$ cat src/rtl/rtc_bus_sched.sv
// rtl/rtc_bus_sched.sv - RTC multiplexed-bus scheduler: periodic register sweep plus PicoBlaze writes
//
// Optional build macro: RTC_SNAPSHOT_EN (stage sweep reads, publish all shadows on sweep_done)
//
// Ports:
//   clk, reset_n                  clock, asynchronous active-low reset
//   wr_req, wr_addr, wr_data      one-cycle write request from PicoBlaze port logic
//   wr_busy, wr_overrun           write pending/in progress; sticky dropped-request flag
//   rtc_cs_n, rtc_ad_sel          chip select, 1 = address phase / 0 = data phase
//   rtc_rd_n, rtc_wr_n            read / write strobes
//   rtc_ad_out, rtc_ad_oe         bus drive value and output enable
//   rtc_ad_in                     bus sample value
//   seg..chora                    shadow registers for the PicoBlaze input mux
//   sweep_done                    one-cycle pulse at the end of a full sweep
module rtc_bus_sched #(
  parameter int T_PHASE        = 4,
  parameter int REFRESH_CYCLES = 50000
) (
  input  logic       clk,
  input  logic       reset_n,
  input  logic       wr_req,
  input  logic [7:0] wr_addr,
  input  logic [7:0] wr_data,
  output logic       wr_busy,
  output logic       wr_overrun,
  output logic       rtc_cs_n,
  output logic       rtc_ad_sel,
  output logic       rtc_rd_n,
  output logic       rtc_wr_n,
  output logic [7:0] rtc_ad_out,
  output logic       rtc_ad_oe,
  input  logic [7:0] rtc_ad_in,
  output logic [7:0] seg,
  output logic [7:0] min,
  output logic [7:0] hora,
  output logic [7:0] dia,
  output logic [7:0] mes,
  output logic [7:0] ano,
  output logic [7:0] cseg,
  output logic [7:0] cmin,
  output logic [7:0] chora,
  output logic       sweep_done
);

  typedef enum logic [2:0] {S_IDLE, S_ADDR, S_GAP1, S_DATA, S_GAP2} state_t;

  state_t      state, state_nx;
  logic [3:0]  ph_cnt;
  logic        ph_last;
  logic [15:0] refresh_cnt;
  logic        refresh_wrap;
  logic        sweep_pending, sweep_active;
  logic [3:0]  sweep_idx;
  logic        wr_pending, txn_is_wr;
  logic [7:0]  wr_addr_q, wr_data_q;
  logic        start_wr, start_rd, txn_end, rd_sample, sweep_last;
  logic [7:0]  cur_addr;
  logic [7:0]  shd [9];

  function automatic logic [7:0] sweep_addr(input logic [3:0] i);
    case (i)
      4'd0:    sweep_addr = 8'h21;
      4'd1:    sweep_addr = 8'h22;
      4'd2:    sweep_addr = 8'h23;
      4'd3:    sweep_addr = 8'h24;
      4'd4:    sweep_addr = 8'h25;
      4'd5:    sweep_addr = 8'h26;
      4'd6:    sweep_addr = 8'h41;
      4'd7:    sweep_addr = 8'h42;
      4'd8:    sweep_addr = 8'h43;
      default: sweep_addr = 8'h00;
    endcase
  endfunction

  assign ph_last      = (ph_cnt == 4'(T_PHASE - 1));
  assign refresh_wrap = (refresh_cnt == 16'(REFRESH_CYCLES - 1));
  assign txn_end      = (state == S_GAP2) && ph_last;
  assign rd_sample    = (state == S_DATA) && ph_last && !txn_is_wr;
  assign sweep_last   = txn_end && !txn_is_wr && (sweep_idx == 4'd8);
  assign cur_addr     = txn_is_wr ? wr_addr_q : sweep_addr(sweep_idx);

  // Writes win arbitration, but only here in IDLE, so a sweep is never cut mid-transaction.
  always_comb begin
    state_nx = state;
    start_wr = 1'b0;
    start_rd = 1'b0;
    case (state)
      S_IDLE: begin
        if (wr_pending) begin
          start_wr = 1'b1;
          state_nx = S_ADDR;
        end else if (sweep_active || sweep_pending) begin
          start_rd = 1'b1;
          state_nx = S_ADDR;
        end
      end
      S_ADDR:  if (ph_last) state_nx = S_GAP1;
      S_GAP1:  if (ph_last) state_nx = S_DATA;
      S_DATA:  if (ph_last) state_nx = S_GAP2;
      S_GAP2:  if (ph_last) state_nx = S_IDLE;
      default: state_nx = S_IDLE;
    endcase
  end

  // Bus pins decode straight from the state register so an async reset releases them at once.
  always_comb begin
    rtc_cs_n   = 1'b1;
    rtc_ad_sel = 1'b0;
    rtc_rd_n   = 1'b1;
    rtc_wr_n   = 1'b1;
    rtc_ad_oe  = 1'b0;
    rtc_ad_out = 8'h00;
    case (state)
      S_ADDR: begin
        rtc_cs_n   = 1'b0;
        rtc_ad_sel = 1'b1;
        rtc_wr_n   = 1'b0;
        rtc_ad_oe  = 1'b1;
        rtc_ad_out = cur_addr;
      end
      S_DATA: begin
        rtc_cs_n = 1'b0;
        if (txn_is_wr) begin
          rtc_wr_n   = 1'b0;
          rtc_ad_oe  = 1'b1;
          rtc_ad_out = wr_data_q;
        end else begin
          rtc_rd_n = 1'b0;
        end
      end
      default: ;
    endcase
  end

  always_ff @(posedge clk or negedge reset_n) begin
    if (!reset_n) begin
      state  <= S_IDLE;
      ph_cnt <= 4'd0;
    end else begin
      state  <= state_nx;
      ph_cnt <= (state == S_IDLE || ph_last) ? 4'd0 : ph_cnt + 4'd1;
    end
  end

  // wr_busy trails wr_pending by one cycle on the falling side, so a request in the
  // cycle right after the write finishes is still treated as busy.
  always_ff @(posedge clk or negedge reset_n) begin
    if (!reset_n) begin
      wr_pending <= 1'b0;
      wr_busy    <= 1'b0;
      wr_overrun <= 1'b0;
      wr_addr_q  <= 8'h00;
      wr_data_q  <= 8'h00;
      txn_is_wr  <= 1'b0;
    end else begin
      wr_busy <= wr_pending || (wr_req && !wr_busy);
      if (wr_req && wr_busy) wr_overrun <= 1'b1;
      if (wr_req && !wr_busy) begin
        wr_pending <= 1'b1;
        wr_addr_q  <= wr_addr;
        wr_data_q  <= wr_data;
      end else if (txn_end && txn_is_wr) begin
        wr_pending <= 1'b0;
      end
      if (start_wr)      txn_is_wr <= 1'b1;
      else if (start_rd) txn_is_wr <= 1'b0;
    end
  end

  // Index 0 is only ever started as the first read of a new sweep.
  always_ff @(posedge clk or negedge reset_n) begin
    if (!reset_n) begin
      refresh_cnt   <= 16'd0;
      sweep_pending <= 1'b0;
      sweep_active  <= 1'b0;
      sweep_idx     <= 4'd0;
      sweep_done    <= 1'b0;
    end else begin
      refresh_cnt <= refresh_wrap ? 16'd0 : refresh_cnt + 16'd1;
      if (refresh_wrap)                          sweep_pending <= 1'b1;
      else if (start_rd && sweep_idx == 4'd0)    sweep_pending <= 1'b0;
      if (start_rd && sweep_idx == 4'd0)         sweep_active  <= 1'b1;
      else if (sweep_last)                       sweep_active  <= 1'b0;
      if (txn_end && !txn_is_wr)
        sweep_idx <= (sweep_idx == 4'd8) ? 4'd0 : sweep_idx + 4'd1;
      sweep_done <= sweep_last;
    end
  end

`ifdef RTC_SNAPSHOT_EN
  logic [7:0] stage [9];

  always_ff @(posedge clk or negedge reset_n) begin
    if (!reset_n) begin
      for (int i = 0; i < 9; i++) begin
        stage[i] <= 8'h00;
        shd[i]   <= 8'h00;
      end
    end else begin
      if (rd_sample) stage[sweep_idx] <= rtc_ad_in;
      if (sweep_last) begin
        for (int i = 0; i < 9; i++) shd[i] <= stage[i];
      end
    end
  end
`else
  always_ff @(posedge clk or negedge reset_n) begin
    if (!reset_n) begin
      for (int i = 0; i < 9; i++) shd[i] <= 8'h00;
    end else if (rd_sample) begin
      shd[sweep_idx] <= rtc_ad_in;
    end
  end
`endif

  assign seg   = shd[0];
  assign min   = shd[1];
  assign hora  = shd[2];
  assign dia   = shd[3];
  assign mes   = shd[4];
  assign ano   = shd[5];
  assign cseg  = shd[6];
  assign cmin  = shd[7];
  assign chora = shd[8];

endmodule

$ cat config.mk
export PLATFORM = sky130hd
export DESIGN_NAME = rtc_bus_sched
export DESIGN_NICKNAME = d
export VERILOG_FILES = /design/src/rtl/rtc_bus_sched.sv
export SDC_FILE = /design/constraint.sdc
export NUM_CORES = 1
export LEC_CHECK = 0
export CORE_MARGIN = 4
export CORE_UTILIZATION = 45
export DETAILED_ROUTE_END_ITERATION = 7
export GPL_TIMING_DRIVEN = 0
export HOLD_SLACK_MARGIN = 0.12
export PLACE_DENSITY = 0.85
export SLEW_MARGIN = 20
export SYNTH_ARGS = -nofsm -noshare
export SYNTH_HDL_FRONTEND = slang
export SYNTH_SLANG_ARGS = --single-unit
$ cat constraint.sdc
create_clock -name clk -period 2.3 [get_ports clk]
set_input_delay 0.23 -clock clk [delete_from_list [all_inputs] [get_ports clk]]
set_output_delay 0.23 -clock clk [all_outputs]
set_load 0.05 [all_outputs]
# --- Word-level counts from Yosys, hierarchy flattened ---
# Memory sizes are Yosys's and may differ from the RTL's.
# Index checks and enable logic that the tools add are counted.
word_totals:
  input_bits: 27
  romBits: 80
  output_inout_bits: 88
  regBits: 122
  memories: 1
  wordCells: 100
classes:
  eq_ne: 12
  add_sub_neg: 3
  order_cmp: 2
  bitwise_logic: 1
  n_mux: 36
  n_reduce_logical: 23
memory_table:
  columns: ["name", "depth", "width", "rd", "rd_ports_with_merged_regs", "write_ports", "line_no", "rtl"]
  rows:
  - ["(name not given)", 16, 5, 1, 0, 0, "61", "case (i)"]
op_table:
  columns: ["cell", "n"]
  rows:
  - ["bitwise mux 72 bit", 1]
  - ["demux 8 bit (select 4 bit)", 1]
  - ["2-to-1 mux 8 bit", 3]
  - ["2-to-1 mux 1 bit", 18]
  - ["2-to-1 mux 3 bit", 6]
  - ["adder 16 x 1 -> 16 bit, second input constant", 1]
  - ["== test 16 bit, second input constant", 1]
  - ["2-to-1 mux 16 bit", 1]
  - ["one-hot mux 8 bit (2 select lines)", 1]
  - ["one-hot mux 3 bit (5 select lines)", 1]
  - ["logical AND 1 bit", 10]
  - ["adder 4 x 1 -> 4 bit, second input constant", 2]
  - ["2-to-1 mux 4 bit", 2]
  - ["inequality test 2 bit, second input constant", 4]
  - ["nonzero test 2 bit", 4]
  - ["== test 3 x 2 -> 1 bit, second input constant", 2]
  - ["greater-or-equal comparator 5 bit, second input constant", 1]
  - ["< comparator 5 x 1 -> 1 bit, second input constant", 1]
  - ["NOT 4 -> 5 bit", 1]
  - ["AND reduction 5 bit", 1]
  - ["== test 4 x 2 -> 1 bit, second input constant", 1]
  - ["== test 4 bit, second input constant", 1]
  - ["zero test 4 bit", 1]
  - ["one-hot mux 1 bit (2 select lines)", 2]
  - ["7 further kinds", 10]

# --- Longest topological paths before layout ---
# Gate-level depths: netlist of the first run.
logic_depth:
  word_depth: 7
  ltp_mapped: 7
  mapped_depth_nobuf: 6

# --- Least setup slack after synthesis of the first run ---
# Ideal clock, no wire load.
synth_path:
  path_type: "register -> output"
  startpoint: "register state[0]"
  endpoint: "output port rtc_ad_out[1]"
  t_required_ps: 2070
  slack_ps: -240
  n_path_buf: 0
  t_arrival_ps: 2310
  path_stages_with_launch: 6
  cell_sequence: "dfrtp_1 -> nor2b_1 -> inv_1 -> a311oi_1 -> o311ai_0 -> mux2i_1"
synth_via:
  elab_chain_cells: 2
  elab_cells_between_ends: 3
  classes_between: "2 x eq/ne; 1 x mux"
synth_lines:
  columns: ["element", "line_no", "rtl"]
  rows:
  - ["start: declaration", "47", "state_t state, state_nx;"]
  - ["start signal: assignment", "140", "state <= state_nx;"]
  - ["== test 3 x 2 -> 1 bit or == test 3 x 1 -> 1 bit (tied branches)", "113", "case (state)"]
  - ["one-hot mux 8 bit (2 select lines) *", "113", null]
  - ["end: declaration", "30", "output logic [7:0] rtc_ad_out,"]
# Every way passes the cells marked *; elsewhere a longest branch is shown, timed or not.

# --- Final worst setup path of the first run ---
layout_path:
  startpoint: "register sweep_idx[0]"
  endpoint: "output port rtc_ad_out[1]"
layout_via:
  elab_chain_cells: 3
layout_lines:
  columns: ["element", "line_no", "rtl"]
  rows:
  - ["start: declaration", "53", "logic [3:0] sweep_idx;"]
  - ["start signal: assignment", "185", "sweep_idx <= (sweep_idx == 4'd8) ? 4'd0 : sweep_idx + 4'd1;"]
  - ["memory read (16 x 5 bit)", null, null]
  - ["2-to-1 mux 8 bit", "80", "assign cur_addr = txn_is_wr ? wr_addr_q : sweep_addr(sweep_idx);"]
  - ["one-hot mux 8 bit (2 select lines)", "113", null]
# Every way passes these cells.

==> run summary, run 1 <==
The proportion of synthesized chip area in sequential cells is 59.5%. Setup repair after global routing could not meet its margin everywhere. The power density of the placed cells was 1000 mW/mm^2.

The tightest min-delay check is of the in2async type. Setup violations remaining at the end of the flow were counted as 2. For the number of max-slew violations in the final report, the log shows 0.

The worst setup path is launched from a register. Summing every instance area after synthesis gives 0.00513 mm^2. The tools report the nature of the critical path endpoint as an output port.

The run gives 0 as the global route total overflow. The library cell occupying the most area in the post-synthesis netlist was dfrtp_1. The flow ran to the end, but the final reports show violations. The average instance area after synthesis works out to 13.6 um^2. Leaving out fill and tap cells, the most frequent cell in the layout is dfrtp_1. After filler insertion, the fill cell instance count of the layout stands at 774. The tree built by TritonCTS fans out to 122 sinks. The largest fanout on the critical path was 5.

Counting flops and latches in the post-synthesis netlist gives 122. The final layout contains routed wiring with a total length of 12,700 um. CTS placed an instance of clkbuf_16 at the clock tree root. For this design the static power due to leakage is 0.00313 uW. Global routing used 19.8% of the available tracks across all layers.

The initial antenna violation count is 0, and the effective utilization at floorplan is 46.7%. Relative to the synthesized area, the layout overhead comes to 41.1%. For the final routed database, the setup TNS stands at -0.114 ns. The synthesized netlist contains 49 unique library cells. The I/O pin total was 115; the part of the power in the clock network was 36.2%.

Entering global routing, the biggest net connects 78 pins. The synthesized netlist cell count is 378. The first global-routing pass estimated 20,200 um of wire.

After legalization and detailed placement, the total HPWL measured 8490 um. The floorplan step defined a die boundary enclosing 0.0132 mm^2. Derived from the worst setup path, the maximum achievable clock frequency is 422 MHz. The minimum setup slack in the final design is -0.0718 ns. The core region is 0.0110 mm^2. The register with the most flip-flops in the layout has 16 of them. The synthesized design contains 0 enable-type register cells. At the worst endpoint, the required time is 2.07 ns.

The tools report the via count of the first global-routing pass as 3,840. For the total chip power, the log shows 7250 uW. TritonCTS built the clock tree. The clock-pin transition on the worst setup and hold timing paths was 0.06 ns; the relative slew slack was 56.9%. Combinational cells account for 28.2% of the total power.

The register with the most flip-flops in the final layout is refresh_cnt. For the pin with the worst max-slew slack, the measured transition is 0.642 ns. Hold is met by 0.308 ns. After detailed routing, the number of remaining DRC violations is 0. Dividing the detail-routed via count by the number of cells gives 5.39. The number of DRC markers after the initial detailed-route iteration came out at 295. Clock skew on the completed layout was measured at 0.0124 ns.

The post-synthesis async set-or-reset flop share was 100%; the routed wirelength normalized by instance count was 18.9 um. The worst IR drop on VDD came out at 1050 uV. When the netlist entered floorplanning its net count stood at 411. The share of synthesized area in the top cell type comes to 59.5%. Core occupancy in the finished layout: 65.9%. For this design the total switching power over the nets is 2470 uW. The relative contribution of sequential cells to total power is 35.6%. The number of buffers on the longest clock path was 2. The ratio of cells with drive above 1 in the final layout came out at 32.9%. Port buffering added 114 buffers. By area the synthesized netlist is led by dfrtp_1 (60%), mux2_2 (20%), xnor2_1 (1.9%). From left edge to right edge, the die measures 115 um. The Yosys step of the flow raised 0 warnings.

The data arrival time of the worst path was 2.14 ns. Number of clock buffers inserted by TritonCTS: 17. 0 antenna diodes ended up in the layout. The total number of vias is 3,640. The library cells used most frequently in the layout, excluding fill and tap cells, are dfrtp_1 (119), clkdlybuf4s50_1 (101), mux2_2 (89). The total internal power was 4780 uW; the floorplan row count was 38. The later pin in the worst-skew pair is clocked with a latency of 0.41 ns. The final layout net count was 555; the length of the first detailed-routing pass in iterations was 4. Once detail routing completed, the nets flagged for antenna violations numbered 0. The post-placement worst setup slack is -0.651 ns, and the clock period minus worst slack is 2.37 ns. The critical path is of the reg2out type.

The final reports fail on negative setup slack. The final period utilization was 103%. Max-cap violations in this run came to 0. The final weighted congestion in routability-driven placement was 0.812; the chip height was 115 um. The H-tree generated during clock tree synthesis spans 4 levels.

The number of failing hold endpoints at the final stage was 0. For this run, the leading register cell type out of synthesis is dfrtp_1. Net switching is 34.0% of the power.
==> worst max-delay path, cell delays in order (launching register included) <==
cell      delay, ns
dfrtp_1        0.39
inv_2          0.13
ha_4           0.17
nand2b_4       0.07
a311oi_4       0.36
o311ai_2       0.18
mux2i_2        0.24
buf_6          0.20
==> synthesized netlist by cell type (2+ instances only) <==
master / count
dfrtp_1: 122
mux2_2: 90
nor2_1: 25
nand2_1: 15
xnor2_1: 11
inv_1: 8
clkbuf_1: 7
nand3_1: 7
nor3_1: 7
a21oi_1: 6
ha_1: 6
mux2i_1: 6
o21ai_0: 6
nand4_1: 5
and3_1: 4
nor2b_1: 4
o31ai_1: 4
nor4_1: 3
xor2_1: 3
and4_1: 2
buf_2: 2
buf_6: 2
nand2b_1: 2
nand3_2: 2
nand3b_2: 2
or2_2: 2
or3_1: 2
or4_1: 2
==> layer usage <==
metal  routed length, um  share of wire [%]  up-vias  GRT usage, %
met5                   0                  0        -             0
met4                 103               0.81        0          5.48
met3                 938                7.4       11          4.84
met2                6350                 50      155          33.2
met1                5340                 42     1830          25.9
li1                    -                  -     1644             -
==> power by group through the flow <==
stage	clock, uW	sequential [uW]	combinational [uW]
floorplan	0	2730	1160
global placement	0	2570	1970
detailed placement	0	2590	2000
CTS	2670	2550	2030
global route	2780	2610	2170
finish	2620	2580	2050
==> stage by stage <==
stage	std cells	area (um^2)
floorplan	378	5140
global placement	632	6450
detailed placement	633	6480
CTS	672	7160
global route	675	7240
finish	675	7240
==> path summary, 6_finish.rpt <==
| kind | start | end | slack, ns | depth (start not counted) |
|---|---|---|---|---|
| worst max-delay path | sweep_idx[0] | rtc_ad_out[1] | -0.07 | 7 |
| worst min register to register | wr_overrun | wr_overrun | 0.45 | 1 |
| min in group clk | wr_req | wr_overrun | 0.43 | 2 |
| worst max register to register | ph_cnt[0] | ano[1] | 0.13 | 8 |
| worst min-delay path | reset_n | ano[5] | 0.31 | 2 |
| max in group asynchronous | reset_n | txn_is_wr | 1.25 | 3 |
==> repair_timing <==
| action | 4_1_cts | 5_1_grt |
|---|---|---|
| endpoints found under the hold margin | 45 | 0 |
| pin swaps | 2 | 4 |
| setup endpoints to repair | 77 | 76 |
| setup buffers | 6 | 5 |
| gates cloned | 0 | 0 |
| hold buffers | 1 | 0 |
| gates resized for setup | 61 | 13 |
==> area by class of cell <==
type	count	area, um^2	area share [%]
Clock buffer	17	425	5.88
Sequential cell	122	3060	42.2
Clock inverter	15	163	2.25
Multi-Input combinational cell	237	2060	28.5
Inverter	8	30.0	0.415
Timing Repair Buffer	127	1260	17.5
Tap cell	140	175	2.42
Buffer	9	62.6	0.864
==> kinds of logic after synthesis <==
| family | Yosys count | synth area share (%) |
|---|---|---|
| xor+xnor | 14 | 2.39 |
| flops | 122 | 59.5 |
| mux | 96 | 20.9 |
| compound gates | 29 | 3.85 |
| buf+inv | 19 | 1.73 |
| fa+ha+maj | 6 | 1.46 |
| simple gates | 92 | 10.1 |
(Power assumes the default switching activity.)
==> run 2, diff against run 1 <==
==> config.mk (replaced) <==
export PLATFORM = sky130hd
export DESIGN_NAME = rtc_bus_sched
export DESIGN_NICKNAME = d
export VERILOG_FILES = /design/src/rtl/rtc_bus_sched.sv
export SDC_FILE = /design/constraint.sdc
export NUM_CORES = 1
export LEC_CHECK = 0
export CAP_MARGIN = 20
export CORE_MARGIN = 4
export CORE_UTILIZATION = 40
export DETAILED_ROUTE_END_ITERATION = 7
export GPL_TIMING_DRIVEN = 0
export HOLD_SLACK_MARGIN = 0.12
export PLACE_DENSITY = 0.78
export SYNTH_ARGS = -nofsm -noshare
export SYNTH_HDL_FRONTEND = slang
export SYNTH_SLANG_ARGS = --single-unit
==> run 2 against run 1 <==
The run still ends with negative setup slack left. Setup slack gained 0.052 ns. Clock skew is 0.0045 ns lower. Non-clock buffer count up 3. Critical endpoint is now mes[1].
==> run summary, run 2 (synthesis gave the netlist of run 1 again) <==
Type of the worst setup path: reg2reg. The clock net in this run drives a total of 122 sinks. STA puts the critical path data required time at 2.59 ns. Before antenna repair, the detailed router went through 4 iterations. The min-delay analysis places its worst path in the category in2async. Measured along the y axis, the die boundary spans 121 um. The number of max-slew violations in the final report came out at 0. Static timing analysis puts the maximum clock frequency at 431 MHz. In this run the worst path has a maximum fanout of 8. The ratio of cells with drive above 1 in the final layout was 33.1%.

In this run, placement finished with an instance count of 665. The total number of vias was 3,617; the minimum setup slack in the final design was -0.0202 ns. The routed wire length came out at 12,000 um.

In the final layout, flip-flops and latches occupy 0.00306 mm^2. The layout overhead on the synthesized area is 43.7%, and the leakage power summed over all cells is 0.00323 uW. The finished layout holds 710 standard cells, fillers aside. CTS placed an instance of clkbuf_16 at the clock tree root. The register with the most flip-flops in the layout has 16 of them.

For the total cell area at the placement stage, the log shows 0.00652 mm^2. The initial antenna violation count is 0, and the number of buffers on the longest clock path is 2. Summed over all nets, the half-perimeter wirelength after detailed placement is 8220 um. STA classifies the critical path startpoint as a register. The top cell types in the final layout, fill and taps aside, are dfrtp_1 (119), clkdlybuf4s50_1 (101), mux2_2 (90). The run gives 2.61 ns as the data arrival time of the worst path.

The total of endpoints with negative setup slack in the final report is 17. The core region is 0.0126 mm^2. The total overflow left after global routing is 0.

The first routing iteration left 227 violations. In this run the count of I/O pins placed on the die edge is 115. The filler cell count in the final layout is 1,005, and the number of clock buffers inserted by TritonCTS is 17. The remaining routing DRC violations is 0, and the post-placement worst setup slack is -0.658 ns. H-tree depth: 4. Measured against its own limit, the worst slew margin works out to 40.0%.

The run finished, with violations left. The repair_antennas step left the layout with diodes totalling 0. In this run the power density over the cells is 1010 mW/mm^2. For the max-cap violation count, the log shows 0. The floorplan row count is 41. Counting stages on the worst path, the most repeated cell is buf_6.

The total global routing track utilization is 16.7%. Once detail routing completed, the nets flagged for antenna violations numbered 0. The via count of the first global-routing pass is 3,752, and the clock-pin transition on the worst setup and hold timing paths is 0.06 ns. Cell type group with the largest total delay on the critical path: simple AND/OR/NAND/NOR gates.

The final layout net count came out at 558. Summing all multi-input logic gate instances after layout gives 0.00209 mm^2. The count of buffers added on input and output ports is 114. The clock reaches the later pin of the worst-skew pair after 0.41 ns. Leaving out fill and tap cells, the most frequent cell in the layout is dfrtp_1. Setup repair after global routing could not meet its margin everywhere. The final period utilization was 101%; the final weighted congestion in routability-driven placement was 0.771.

Traced cell by cell, the critical path runs through ha_2, or3b_1, buf_6, nor4_4, buf_6, and3_1, buf_6, mux2_2. The routed wirelength normalized by instance count was 16.9 um; the total negative setup slack was -0.200 ns. Using the TritonRoute via totals, the vias-per-cell ratio works out to 5.09. IR analysis of the VDD net gives a maximum drop of 1160 uV.

The register containing the most flip-flops in the final layout was refresh_cnt. The largest single stage delay on the critical path is 0.36 ns. TritonCTS built the clock tree.

The measured slew at the worst slew-check pin came out at 0.894 ns. The clock arrives with 0.00794 ns of skew. The run gives 40.8% as the effective utilization at floorplan. The die is 121 um wide. The nature of the critical path endpoint was a register. The tools report the die outline area as 0.0147 mm^2. The cell with the largest stage delay on the worst path is or3b_1. The first global-routing pass estimated 19,300 um of wire. Entering global routing, the biggest net connects 99 pins.

The clock period minus worst slack was 2.32 ns; the number of failing hold endpoints at the final stage was 0. The final reports fail on negative setup slack. The number of buffers and inverters on the critical path is 3. The final instance area is 0.00737 mm^2.
## run 2: cell count changes in the layout (fill, tap and decap cells not counted), moves of 2 or more
cell,before,now
bufinv_16,2,4
buf_6,9,7
inv_6,6,2
nand3_4,0,2
nand3b_2,2,0
nand3_2,2,0
clkinvlp_4,2,4
clkbuf_8,0,2
buf_4,11,14
nand3b_4,1,3
## run 2: cell type report
type	count	share of cell area, %
multi-input combinational	237	28.3
sequential	122	41.5
clock inverter	14	2.65
timing repair buffer	130	17.3
clock buffer	18	5.96
tap	172	2.92
buffer	9	0.934
inverter	8	0.441
## run 2: worst reg2reg max path, delay by kind of cell (launching register included)
family | cells | cell delay [ns]
buffers and inverters | 3 | 0.50
flip-flops | 1 | 0.35
adder cells (fa/ha/maj) | 1 | 0.18
multiplexers | 1 | 0.34
AND/OR/NAND/NOR | 3 | 0.82
## run 2: timing repair
item	CTS	global route
pin swaps	3	1
endpoints found under the setup margin	77	61
cloned	0	0
hold endpoints to repair	122	0
buffers inserted	9	5
hold buffers	1	0
gates resized for setup	66	10
## run 2: layer usage
layer	up-vias	track usage [%]	share of wire, %
li1	1656	-	-
met1	1814	21.7	44
met2	126	27.0	47
met3	21	4.57	6.3
met4	0	6.23	2.1
met5	-	0	0
## run 2: path summary, 6_finish.rpt
kind,startpoint,to,slack [ns],cells past startpoint
worst max register to register,ph_cnt[1],mes[1],-0.02,8
worst max-delay path,ph_cnt[1],mes[1],-0.02,8
min in group clk,wr_data[5],wr_data_q[5],0.43,2
max in group asynchronous,reset_n,state[2],1.30,3
worst min register to register,wr_overrun,wr_overrun,0.45,1
worst min-delay path,reset_n,ano[0],0.25,2
## run 2: power breakdown
group	internal [uW]	total, uW	switching [uW]
Clock	1840	2810	968
Sequential	2400	2570	175
Combinational	788	2080	1290
## run 2: through the flow
step	utilization, %	hold slack (ns)	total power [uW]
finish	58.6	0.246	7460
global route	58.6	0.255	7770
CTS	58.0	0.242	7480
detailed placement	51.9	0.103	4580
global placement	51.7	0.437	4540
floorplan	-	-0.0656	3890
==> run 3, diff against run 2 <==
--- a/config.mk
+++ b/config.mk
@@ -5,6 +5,7 @@
 export SDC_FILE = /design/constraint.sdc
 export NUM_CORES = 1
 export LEC_CHECK = 0
+export ABC_AREA = 0
 export CAP_MARGIN = 20
 export CORE_MARGIN = 4
 export CORE_UTILIZATION = 40
==> results of run 3 <==
Same layout as run 2: the final DEF is identical, and so are final timing and power.
